$ cat config.mk
export PLATFORM = sky130hd
export DESIGN_NAME = gray_conv_sched
export DESIGN_NICKNAME = d
export VERILOG_FILES = /design/src/rtl/gray_conv_sched_pkg.sv /design/src/rtl/converter_gray.sv /design/src/rtl/gray_conv_sched_arb.sv /design/src/rtl/gray_conv_sched.sv
export SDC_FILE = /design/constraint.sdc
export NUM_CORES = 1
export LEC_CHECK = 0
export BUFFER_PORTS_ARGS = -buffer_cell sky130_fd_sc_hd__buf_2
export CAP_MARGIN = 30
export CELL_PAD_IN_SITES_DETAIL_PLACEMENT = 1
export CELL_PAD_IN_SITES_GLOBAL_PLACEMENT = 1
export CORE_ASPECT_RATIO = 1.1
export CORE_MARGIN = 2
export CORE_UTILIZATION = 36
export DETAILED_ROUTE_END_ITERATION = 16
export MAX_ROUTING_LAYER = met4
export PLACE_DENSITY = 0.88
export SETUP_SLACK_MARGIN = 0.4
export SYNTH_ARGS = -nofsm -noshare
export SYNTH_HDL_FRONTEND = slang
export SYNTH_SLANG_ARGS = --single-unit
$ cat constraint.sdc
create_clock -name clk_i -period 3.3 [get_ports clk_i]
set_input_delay 0.66 -clock clk_i [delete_from_list [all_inputs] [get_ports clk_i]]
set_output_delay 0.66 -clock clk_i [all_outputs]
set_load 0.005 [all_outputs]
$ cat src/rtl/gray_conv_sched_pkg.sv
// Shared types and constants for the gray converter scheduler.
package gray_conv_sched_pkg;

  localparam int unsigned DATA_W = 8;
  localparam int unsigned MODE_W = 2;
  localparam int unsigned EN_W   = 3;

  // Scheduler FSM states
  typedef enum logic [1:0] {
    S_IDLE = 2'd0,
    S_CONV = 2'd1,
    S_RESP = 2'd2
  } state_e;

  // Converter modes, forwarded verbatim from the requester
  localparam logic [MODE_W-1:0] MODE_B2G = 2'b00;
  localparam logic [MODE_W-1:0] MODE_G2B = 2'b01;

  // Converter enable word when no conversion is in flight
  localparam logic [EN_W-1:0] EN_OFF = 3'b000;

  // Latched request payload
  typedef struct packed {
    logic [MODE_W-1:0] mode;
    logic [DATA_W-1:0] data;
  } conv_req_t;

endpackage

$ cat src/rtl/converter_gray.sv
// Combinational binary/gray converter; en_i = {enable, mode}.
module converter_gray
  import gray_conv_sched_pkg::*;
(
  input  logic [EN_W-1:0]   en_i,
  input  logic [DATA_W-1:0] data_i,
  output logic [DATA_W-1:0] data_o
);

  // Output is zero when disabled; undefined modes pass data through
  always_comb begin
    data_o = '0;
    if (en_i[EN_W-1]) begin
      case (en_i[MODE_W-1:0])
        MODE_B2G: data_o = data_i ^ (data_i >> 1);
        MODE_G2B: begin
          for (int unsigned s = 0; s < DATA_W; s++) begin
            data_o = data_o ^ (data_i >> s);
          end
        end
        default:  data_o = data_i;
      endcase
    end
  end

endmodule

$ cat src/rtl/gray_conv_sched_arb.sv
// Round-robin pick: first asserted request at or after ptr_i, wrapping.
module gray_rr_arb #(
  parameter int unsigned N_REQ = 4,
  parameter int unsigned ID_W  = 2
) (
  input  logic [N_REQ-1:0] req_i,
  input  logic [ID_W-1:0]  ptr_i,
  output logic [N_REQ-1:0] gnt_o,
  output logic [ID_W-1:0]  idx_o,
  output logic             valid_o
);

  int unsigned     cand;
  logic [ID_W-1:0] cand_idx;

  // Scan candidates in priority order starting at the pointer
  always_comb begin
    gnt_o    = '0;
    idx_o    = '0;
    valid_o  = 1'b0;
    cand     = 0;
    cand_idx = '0;
    for (int unsigned i = 0; i < N_REQ; i++) begin
      cand = 32'(ptr_i) + i;
      if (cand >= N_REQ) cand = cand - N_REQ;
      cand_idx = ID_W'(cand);
      if (!valid_o && req_i[cand_idx]) begin
        gnt_o[cand_idx] = 1'b1;
        idx_o           = cand_idx;
        valid_o         = 1'b1;
      end
    end
  end

endmodule

$ cat src/rtl/gray_conv_sched.sv
// Round-robin scheduler sharing one converter_gray between N_REQ requesters.
module gray_conv_sched
  import gray_conv_sched_pkg::*;
#(
  parameter int unsigned N_REQ = 4,
  parameter int unsigned ID_W  = $clog2(N_REQ)
) (
  input  logic                  clk_i,
  input  logic                  rst_ni,
  input  logic [N_REQ-1:0]      req_valid_i,
  output logic [N_REQ-1:0]      req_ready_o,
  input  logic [DATA_W*N_REQ-1:0] req_data_i,
  input  logic [MODE_W*N_REQ-1:0] req_mode_i,
  output logic                  rsp_valid_o,
  input  logic                  rsp_ready_i,
  output logic [DATA_W-1:0]     rsp_data_o,
  output logic [ID_W-1:0]       rsp_id_o,
  output logic                  busy_o
);

  state_e          state_q;
  logic [ID_W-1:0] rr_ptr_q;
  logic [ID_W-1:0] id_q;
  conv_req_t       req_q;

  logic [N_REQ-1:0]  gnt;
  logic [ID_W-1:0]   gnt_idx;
  logic              gnt_valid;
  logic [ID_W-1:0]   rr_ptr_next;
  conv_req_t         sel_req;
  logic [EN_W-1:0]   conv_en;
  logic [DATA_W-1:0] conv_data_in;
  logic [DATA_W-1:0] conv_data_out;

  gray_rr_arb #(
    .N_REQ (N_REQ),
    .ID_W  (ID_W)
  ) u_arb (
    .req_i   (req_valid_i),
    .ptr_i   (rr_ptr_q),
    .gnt_o   (gnt),
    .idx_o   (gnt_idx),
    .valid_o (gnt_valid)
  );

  // Grant is only offered while idle and out of reset
  assign req_ready_o = (state_q == S_IDLE && rst_ni) ? gnt : '0;

  // Pointer moves just past the winner, wrapping at N_REQ-1
  assign rr_ptr_next = (gnt_idx == ID_W'(N_REQ - 1)) ? '0 : gnt_idx + 1'b1;

  // Mux the winner's operand and mode
  always_comb begin
    sel_req = '0;
    for (int unsigned k = 0; k < N_REQ; k++) begin
      if (gnt[k]) begin
        sel_req = {req_mode_i[MODE_W*k +: MODE_W], req_data_i[DATA_W*k +: DATA_W]};
      end
    end
  end

  // Converter is driven only from registered state and idles at EN_OFF
  assign conv_en      = (state_q == S_CONV) ? {1'b1, req_q.mode} : EN_OFF;
  assign conv_data_in = (state_q == S_CONV) ? req_q.data : '0;

  converter_gray u_conv (
    .en_i   (conv_en),
    .data_i (conv_data_in),
    .data_o (conv_data_out)
  );

  // Scheduler FSM with registered response and busy outputs
  always_ff @(posedge clk_i or negedge rst_ni) begin
    if (!rst_ni) begin
      state_q     <= S_IDLE;
      rr_ptr_q    <= '0;
      id_q        <= '0;
      req_q       <= '0;
      rsp_valid_o <= 1'b0;
      rsp_data_o  <= '0;
      rsp_id_o    <= '0;
      busy_o      <= 1'b0;
    end else begin
      case (state_q)
        S_IDLE: begin
          if (gnt_valid) begin
            req_q    <= sel_req;
            id_q     <= gnt_idx;
            rr_ptr_q <= rr_ptr_next;
            busy_o   <= 1'b1;
            state_q  <= S_CONV;
          end
        end
        S_CONV: begin
          rsp_data_o  <= conv_data_out;
          rsp_id_o    <= id_q;
          rsp_valid_o <= 1'b1;
          state_q     <= S_RESP;
        end
        S_RESP: begin
          if (rsp_ready_i) begin
            rsp_valid_o <= 1'b0;
            busy_o      <= 1'b0;
            state_q     <= S_IDLE;
          end
        end
        default: begin
          rsp_valid_o <= 1'b0;
          busy_o      <= 1'b0;
          state_q     <= S_IDLE;
        end
      endcase
    end
  end

endmodule

==> results of run 1 <==
logic make-up after synthesis:
kind of cell	count (synthesis)	synth area share, %
AOI/OAI and AO/OA	84	27.6
muxes	11	6.54
DFF	28	29.3
adders and majority gates	7	3.66
buffers and inverters	53	10.4
and+or+nand+nor	68	16.1
xor gates and xnor gates	14	6.33
per-layer routing:
metal / vias to the layer above / GRT usage, % / routed length [um]
li1: 1089 / - / -
met1: 1159 / 22.1 / 2930
met2: 76 / 37.0 / 3990
met3: 20 / 2.73 / 318
met4: 0 / 4.85 / 218
met5: - / - / 0
power breakdown:
group,total (mW),internal (mW),switching [mW],leakage (nW)
Sequential,0.714,0.535,0.180,0.333
Combinational,2.61,1.26,1.35,1.08
Clock,0.211,0.107,0.104,0.0288
Total,3.53,1.90,1.63,1.44
final timing paths:
kind | to | slack (ns)
max | req_ready_o[3] | 0.13
min | rsp_data_o[4]$_DFFE_PN0N_ | 0.42
max reg2reg | req_q[4]$_DFFE_PN0P_ | 0.34
min reg2reg | rsp_data_o[5]$_DFFE_PN0N_ | 0.48
max in group asynchronous | rr_ptr_q[1]$_DFFE_PN0P_ | 2.59
min in group clk_i | rsp_data_o[5]$_DFFE_PN0N_ | 0.48
area by class of cell:
class,instances,area (um2),share of cell area [%]
Clock buffer,4,55.1,1.79
Tap cell,82,103,3.34
Sequential cell,28,703,22.9
Inverter,33,129,4.20
Multi-Input combinational cell,185,1540,50.2
Timing Repair Buffer,89,541,17.6
registers in the layout, summed over array words and instances (netlist names), named ones only:
signal / cells
id_q: 2
state_q: 2
rsp_valid_o: 1
rsp_id_o: 2
busy_o: 1
req_q: 10
rr_ptr_q: 1
rsp_data_o: 8
cells in the final DEF, fill, tap and decap left out, drive strengths merged, types with 3 or more instances in the layout:
cell	count
a2111oi	3
mux4	3
o21ai	13
a21oi	9
a21o	4
or3b	6
a31oi	21
nor2	11
mux2i	4
buf	89
mux2	4
a221oi	11
a211oi	11
nand2	20
o21a	3
dfrtp	28
ha	7
xor2	3
nand2b	5
and2	9
nor2b	4
inv	33
xnor2	9
or2	3
clkbuf	4
what timing repair did:
item,4_1_cts,5_1_grt
gates resized for setup,1,13
pin swaps,10,6
buffers inserted,9,3
setup endpoints to repair,4,14
hold buffers,0,0
gates cloned,0,2
stage by stage:
| stage | util [%] | hold slack (ns) |
|---|---|---|
| 3_5_place_dp | 43.3 | 0.469 |
| 6_report | 47.1 | 0.421 |
| 3_3_place_gp | 43.2 | 0.457 |
| 2_1_floorplan | - | 0.364 |
| 4_1_cts | 45.3 | 0.429 |
| 5_1_grt | 47.1 | 0.442 |
==> implementation parameters, run 1 <==
Parameter                              Value

Global route
  Number of antenna violations at the first check in global routing    0
  Global-route usage over all layers    19.8%
  Maximum number of pins on one net before global-route repair    29
  Number of global-route vias before repair    between 2,000 and 2,500
  Remaining global-route overflow    0
  Global-route wire length before repair    between 10,000 and 15,000 um

Cells and area
  Final layout net count    around 400
  Fillers    766
  Fraction of final layout cells with drive strength greater than 1    39.5%
  Area Growth Syn to Fin    28.4%
  Finished Cell Area    3070 um2
  Final antenna diode count    0
  Number of cells in the finished layout apart from fillers    421

Place
  Number of placed cells counting well taps    403
  Pre-CTS WS    roughly 0.24 ns
  Number of port buffers    62
  Area after DPL    2820 um2
  Post-detail-place hpwl    5430 um
  Routability congestion estimate from global placement    between 0.8 and 0.9

Synthesis
  Top FF cell, synth    dfrtp_1
  Warnings from Yosys    0
  Avg Cell Area, Syn    approximately 9 um2
  EDFF count, synth    0
  Top cells by area in the synthesized netlist    dfrtp_1, a221oi_2, a31oi_1
  Area of the mapped netlist    2390 um2
  Yosys top cell by area    dfrtp_1
  Most instantiated cells after synthesis    inv_1, dfrtp_1, a31oi_1
  Post-Syn Instances    265
  Syn Nets    319
  Share of Yosys cell area claimed by the top area cell type    29.3%
  Count of state elements after synthesis    28
  Post-synthesis async set-or-reset flop share    100%
  Number of distinct library cells after synthesis    50
  Library cell with the highest instance count after synthesis    inv_1
  Sequential area share after synthesis    29.3%

Floorplan
  Num ports    63
  Die outline area    7310 um2
  Initial Util    between 30% and 40%
  Placement Rows    31
  Die extent in y    roughly 89 um
  Die X    81.7 um
  Core region area    6520 um2

Detailed routing
  Total number of vias    2,344
  Detailed Routing Iterations Pass 1    4
  First-iteration detailed-routing DRC count    between 70 and 80
  Detail-routed net length per standard cell    ~18 um
  Post-detailed-route DRC marker count    0
  Vias per std cell    ~5.6
  Wire length reported by the detailed router    7450 um
  Antenna Violating Nets Remaining    0

Clock network
  Clock Latency Late Sink    0.27 ns
  H-Tree Level Count    1
  Cts bufs inserted    3
  Clock transition time at the flip-flop clock pins of the worst setup and hold paths    0.09 ns
  TritonCTS clock tree    done
  Cell at the root of the clock tree    clkbuf_8
  Clock tree sinks    28
  Maximum number of buffers from clock root to sink    2

STA
  Tcrit/Tclk final    96.0%
  Worst Tran Pin Value    0.629 ns
  Highest attainable clock frequency    ~320 MHz
  Worst slew margin    58.0%
  Skew final    0.00220 ns
  Final count of pins violating max slew    0
  Unrepaired setup endpoints after global routing    true
  Slack of the critical path    0.132 ns
  Count of final setup violators    0
  Final hold viol count    0
  Final setup TNS    0 ns
  Post-route minimum period    3.17 ns

Setup path
  Kind of start point of the critical path    flop
  Data required, critical path    2.64 ns
  Cell-by-cell trace of the critical path    inv_2 > ha_4 > mux4_2 > or3b_1 > a21oi_2 > a211oi_2 > nor2_1 > buf_2
  Critical Path Sink Type    output port
  Worst R2R Path Depth    12
  Worst path max stage delay    0.58 ns
  Depth of the critical timing path with buffers and inverters included    8
  Kind of cell adding the most delay to the critical path    multiplexers
  Setup Crit Path Kind    reg -> out
  Highest net fanout along the worst path    6
  Master of the slowest instance on the critical path    mux4_2
  Arrival @ worst endpoint    2.51 ns
  WP buf/inv    2

Min path
  Worst Hold Class    in -> async

Job
  Max-cap violation count    0

Power and ir drop
  Leak pwr    1.44 nW
  Peak VDD IR    0.000377 V
  Power after layout    3.53 mW
  Total power density per cell area    1150 nW/um2

Status
  Result of the run    completed
No activity file was read; power rests on OpenSTA's default activity.
==> run 2, diff against run 1 <==
--- a/config.mk
+++ b/config.mk
@@ -14,7 +14,7 @@
 export CORE_UTILIZATION = 36
 export DETAILED_ROUTE_END_ITERATION = 16
 export MAX_ROUTING_LAYER = met4
-export PLACE_DENSITY = 0.88
+export PLACE_DENSITY_LB_ADDON = 0.1
 export SETUP_SLACK_MARGIN = 0.4
 export SYNTH_ARGS = -nofsm -noshare
 export SYNTH_HDL_FRONTEND = slang
==> implementation parameters, run 2 (same netlist as run 1, synthesis figures left out) <==
Parameter                              Value

Status
  Result of the run    completed

Min path
  Worst Hold Class    in -> async

Setup path
  Data required, critical path    2.64 ns (about the same)
  Kind of start point of the critical path    flop
  Highest net fanout along the worst path    6 (unchanged)
  Critical Path Sink Type    output port
  Arrival @ worst endpoint    2.47 ns (-0.04 ns)
  Setup Crit Path Kind    reg -> out

STA
  Tcrit/Tclk final    94.8% (-1.2 points)
  Skew final    0.00238 ns (+0.000185 ns)
  Final count of pins violating max slew    0 (unchanged)
  Count of final setup violators    0 (unchanged)
  Min Hold Slack    0.432 ns (+0.0112 ns)
  Final setup TNS    0 ns (unchanged)
  Post-route minimum period    3.13 ns (-0.0394 ns)
  Worst Tran Pin Value    0.697 ns (+0.0676 ns)
  Worst slew margin    53.5% (-4.5 points)
  Final hold viol count    0 (unchanged)
  Unrepaired setup endpoints after global routing    true
  Highest attainable clock frequency    320 MHz (+1.3%)

Floorplan
  Die X    81.7 um (unchanged)
  Die extent in y    89.5 um (unchanged)
  Die outline area    7310 um2 (unchanged)
  Initial Util    36.7% (unchanged)
  Num ports    63 (unchanged)
  Core region area    6520 um2 (unchanged)
  Placement Rows    31 (unchanged)

Cells and area
  Largest registers    req_q: 10 flops, rsp_data_o: 8 flops
  Area Growth Syn to Fin    23.4%
  Fraction of final layout cells with drive strength greater than 1    36.2% (-3.4 points)
  Fillers    817 (+6.7%)
  Final layout net count    384 (-2.5%)
  Most common library cell in the layout ignoring fill and taps    buf_2
  Final antenna diode count    0 (unchanged)
  Most flops, register    req_q
  Commonest cells after routing, fill and taps aside    buf_2, inv_1, dfrtp_1
  Max FFs per register    10 (unchanged)

Power and ir drop
  Sequential share of power    21.3% (+1.1 points)
  Combinational group share of total power    70.3% (-3.5 points)
  Switching share of total power    44.6% (-1.5 points)
  Switching pwr    1.48 mW (-9.5%)
  Total power density per cell area    1120 nW/um2 (-2.6%)
  Peak VDD IR    0.000473 V (+26%)
  Relative contribution of the clock network to total power    8.4% (+2.4 points)
  Design internal power    1.83 mW (-3.7%)
  Leak pwr    1.39 nW (-3.6%)

Detailed routing
  First-iteration detailed-routing DRC count    93 (+29%)
  Detail-routed net length per standard cell    16.0 um (-9.9%)
  Antenna Violating Nets Remaining    0 (unchanged)
  Total number of vias    2,154 (-8.1%)
  Post-detailed-route DRC marker count    0 (unchanged)
  Wire length reported by the detailed router    6560 um (-12%)
  Vias per std cell    5.24 (-5.9%)
  Detailed Routing Iterations Pass 1    4 (unchanged)

Clock network
  Maximum number of buffers from clock root to sink    2 (unchanged)
  Cts bufs inserted    3 (unchanged)
  Cell at the root of the clock tree    clkbuf_8
  Clock Latency Late Sink    0.28 ns (about the same)
  H-Tree Level Count    1 (unchanged)
  Clock transition time at the flip-flop clock pins of the worst setup and hold paths    0.10 ns (about the same)
  TritonCTS clock tree    done
  Clock tree sinks    28 (unchanged)

Place
  Number of port buffers    62 (unchanged)
  Post-detail-place hpwl    4960 um (-8.7%)
  Routability congestion estimate from global placement    0.804 (-6.0%)

Job
  Max-cap violation count    0 (unchanged)

Global route
  Maximum number of pins on one net before global-route repair    29 (unchanged)
  Number of antenna violations at the first check in global routing    0 (unchanged)
  Number of global-route vias before repair    2,197 (-2.9%)
  Remaining global-route overflow    0 (unchanged)
  Global-route wire length before repair    10,600 um (-2.7%)
  Global-route usage over all layers    19.1% (-0.69 points)
==> run 2: changes by cell type in the layout (fill, tap and decap cells not counted), moves of 2 or more <==
cell      delta
buf_6        -2
buf_4        -6
a211oi_1     +2
a211oi_2     -2
==> run 2: metal layers <==
layer  vias to the layer above  track usage, %  wire (um)
li1                       1069               -          -
met1                      1050            23.0       2840
met2                        29            34.9       3500
met3                         6            1.21        157
met4                         0            4.24         57
met5                         -               -          0
==> run 2: final timing paths <==
kind                                           start                        end  slack, ns  cells after the start
min reg2reg                rsp_data_o[5]$_DFFE_PN0N_  rsp_data_o[5]$_DFFE_PN0N_       0.48                      2
max in group asynchronous                     rst_ni                  async pin       2.57                      2
min                                           rst_ni  rsp_data_o[5]$_DFFE_PN0N_       0.43                      2
max                          rr_ptr_q[1]$_DFFE_PN0P_             req_ready_o[3]       0.17                      8
min in group clk_i         rsp_data_o[5]$_DFFE_PN0N_  rsp_data_o[5]$_DFFE_PN0N_       0.48                      2
max reg2reg                  rr_ptr_q[1]$_DFFE_PN0P_       req_q[7]$_DFFE_PN0P_       0.48                     11
==> run 2: worst max-delay path: stages (launching register included) <==
cell,delay [ns]
dfrtp_1,0.43
inv_6,0.05
ha_4,0.27
mux4_2,0.56
or3b_1,0.39
a21oi_2,0.17
a211oi_2,0.07
nor2_1,0.12
buf_2,0.13
==> run 2: power by group through the flow <==
stage	Sequential, mW	Clock [mW]	Combinational (mW)
global placement	0.709	0	2.15
CTS	0.711	0.285	2.28
finish	0.705	0.277	2.33
detailed placement	0.718	0	2.19
floorplan	0.674	0	1.81
global route	0.735	0.303	2.60
==> run 2: timing repair <==
action / CTS / global route
pin swaps: 5 / 0
hold buffers: 0 / 0
endpoints found under the setup margin: 4 / 14
resized for setup: 0 / 3
buffers inserted: 7 / 2
==> run 2: area by class of cell <==
class | instances | area (um2) | share of cell area (%)
clock buffers | 3 | 41.3 | 1.40
clock inverters | 1 | 30.0 | 1.02
inverters | 33 | 129 | 4.37
multi-input cells | 184 | 1490 | 50.4
flip-flops and latches | 28 | 702 | 23.8
well taps | 82 | 103 | 3.48
repair buffers | 80 | 458 | 15.5
==> run 2: per-stage QoR <==
step / area (um2) / worst slack [ns] / utilization (%) / cells / total power, mW
floorplan: 2450 / 0.180 / - / 265 / 2.49
detailed placement: 2780 / 0.242 / 42.7 / 398 / 2.91
global placement: 2780 / 0.291 / 42.7 / 398 / 2.86
finish: 2950 / 0.172 / 45.3 / 411 / 3.31
CTS: 2910 / 0.157 / 44.6 / 409 / 3.28
global route: 2950 / 0.0383 / 45.3 / 411 / 3.64
==> run 3, diff against run 2 <==
--- a/config.mk
+++ b/config.mk
@@ -15,6 +15,7 @@
 export DETAILED_ROUTE_END_ITERATION = 16
 export MAX_ROUTING_LAYER = met4
 export PLACE_DENSITY_LB_ADDON = 0.1
+export REMOVE_ABC_BUFFERS = 1
 export SETUP_SLACK_MARGIN = 0.4
 export SYNTH_ARGS = -nofsm -noshare
 export SYNTH_HDL_FRONTEND = slang
==> implementation parameters, run 3 (same netlist as run 1, synthesis figures left out) <==
Parameter                              Value

Floorplan
  Placement Rows    31 (unchanged)
  Die outline area    7310 um2 (unchanged)
  Die extent in y    89.5 um (unchanged)
  Num ports    63 (unchanged)
  Core region area    6520 um2 (unchanged)
  Die X    81.7 um (unchanged)
  Initial Util    36.7% (unchanged)

Global route
  Maximum number of pins on one net before global-route repair    29 (unchanged)
  Number of antenna violations at the first check in global routing    0 (unchanged)
  Global-route wire length before repair    10,600 um (-0.52%)
  Remaining global-route overflow    0 (unchanged)
  Number of global-route vias before repair    2,105 (-4.2%)
  Global-route usage over all layers    19.0% (-0.061 points)

Setup path
  Highest net fanout along the worst path    7 (+1)
  Capture instance of the worst register-to-register path    req_q[4]$_DFFE_PN0P_
  Worst reg-to-reg setup slack    0.52 ns (+0.04 ns)
  Data required, critical path    2.64 ns (about the same)
  Worst R2R Path Depth    11 (unchanged)
  Kind of start point of the critical path    flop
  Arrival @ worst endpoint    2.45 ns (-0.02 ns)
  Critical Path Sink Type    output port
  Setup Crit Path Kind    reg -> out

Detailed routing
  Antenna Violating Nets Remaining    0 (unchanged)
  Post-detailed-route DRC marker count    0 (unchanged)
  Wire length reported by the detailed router    6490 um (-1.1%)
  Total number of vias    2,155 (+0.046%)
  Detail-routed net length per standard cell    15.5 um (-3.0%)
  Detailed Routing Iterations Pass 1    4 (unchanged)
  First-iteration detailed-routing DRC count    42 (-55%)
  Vias per std cell    5.14 (-1.9%)

Power and ir drop
  Total power density per cell area    1110 nW/um2 (-0.58%)
  Leak pwr    1.42 nW (+2.5%)
  Peak VDD IR    0.000454 V (-4.0%)

Clock network
  Clock tree sinks    28 (unchanged)
  Clock Latency Late Sink    0.28 ns (about the same)
  TritonCTS clock tree    done
  Maximum number of buffers from clock root to sink    2 (unchanged)
  Cell at the root of the clock tree    clkbuf_8
  Cts bufs inserted    3 (unchanged)
  Number of hold buffers added after CTS    0 (unchanged)
  Clock transition time at the flip-flop clock pins of the worst setup and hold paths    0.10 ns (about the same)
  H-Tree Level Count    1 (unchanged)

Place
  Area after DPL    2760 um2 (-0.76%)
  Post-detail-place hpwl    4900 um (-1.3%)
  Pre-CTS WS    0.131 ns (-0.111 ns)
  Number of port buffers    62 (unchanged)
  Routability congestion estimate from global placement    0.812 (+0.90%)

Cells and area
  Area Growth Syn to Fin    25.5%
  Final layout net count    392 (+2.1%)
  Most flops, register    req_q
  Most common library cell in the layout ignoring fill and taps    buf_2
  Post-route core utilization    46.1% (+0.77 points)
  Final antenna diode count    0 (unchanged)
  Max FFs per register    10 (unchanged)
  Fraction of final layout cells with drive strength greater than 1    37.4% (+1.2 points)
  Largest registers    req_q: 10 flops, rsp_data_o: 8 flops
  Commonest cells after routing, fill and taps aside    buf_2, inv_1, dfrtp_1
  Finished Cell Area    3000 um2 (+1.7%)

STA
  Unrepaired setup endpoints after global routing    true
  Slack of the critical path    0.188 ns (+0.0161 ns)
  Final count of pins violating max slew    0 (unchanged)
  Worst Tran Pin Value    0.479 ns (-0.218 ns)
  Skew final    0.0115 ns (+0.00910 ns)
  Final setup TNS    0 ns (unchanged)
  Highest attainable clock frequency    321 MHz (+0.52%)
  Count of final setup violators    0 (unchanged)
  Post-route minimum period    3.11 ns (-0.0161 ns)
  Tcrit/Tclk final    94.3% (-0.49 points)
  Final hold viol count    0 (unchanged)
  Worst slew margin    68.0% (+14 points)

Min path
  Worst Hold Class    in -> async

Job
  Max-cap violation count    0 (unchanged)

Status
  Result of the run    completed
-- run 3: report_power, final --
group,switching [mW],leakage (nW),total [mW],internal [mW]
Clock,0.108,0.0288,0.215,0.107
Combinational,1.23,1.06,2.44,1.21
Sequential,0.158,0.335,0.690,0.532
Total,1.50,1.42,3.34,1.85
-- run 3: cell type report --
| type | instances | area [um2] |
|---|---|---|
| multi-input cells | 184 | 1500 |
| fillers | 811 | 3510 |
| clock buffers | 4 | 55.1 |
| well taps | 82 | 103 |
| flip-flops and latches | 28 | 701 |
| inverters | 33 | 124 |
| repair buffers | 88 | 518 |
-- run 3: what timing repair did --
item / CTS / global route
gates resized for setup: 9 / 2
pin swaps: 9 / 7
setup endpoints to repair: 9 / 12
buffers inserted: 11 / 4
hold endpoints to repair: 0 / 0
-- run 3: worst max path at each step --
stage	start	to	slack (ns)	depth (start not counted)
2_1_floorplan	flop	req_q[0]$_DFFE_PN0P_	-0.54	8
3_3_place_gp	req_valid_i[3]	req_ready_o[1]	0.17	7
3_5_place_dp	req_valid_i[1]	req_q[6]$_DFFE_PN0P_	0.13	8
4_1_cts	rr_ptr_q[1]$_DFFE_PN0P_	req_ready_o[1]	0.19	8
5_1_grt	rr_ptr_q[1]$_DFFE_PN0P_	req_ready_o[3]	0.07	8
6_report	flop	req_ready_o[2]	0.19	8
-- run 3: metrics by stage --
step / instances / power [mW] / hold WS (ns)
after global routing: 419 / 3.66 / 0.429
after detailed placement: 400 / 2.87 / 0.467
after floorplan: 245 / 2.26 / 0.364
final: 419 / 3.34 / 0.407
after global placement: 400 / 2.83 / 0.456
after CTS: 415 / 3.27 / 0.419
-- run 3: metal layers --
layer  global-route usage (%)  up-vias  part of all wire (%)  wire length (um)
met1                     26.4     1025                    49              3190
met3                     1.82        4                   3.2               209
li1                         -     1087                     -                 -
met2                     30.1       39                    47              3030
met5                        -        -                     0                 0
met4                     4.55        0                  0.91                59
-- run 3: critical path: stages (launching register included) --
cell,delay (ns)
dfrtp_1,0.37
inv_2,0.06
ha_4,0.27
mux4_2,0.57
or3b_1,0.41
a21oi_2,0.14
a221oi_2,0.05
nor2_1,0.17
buf_2,0.14
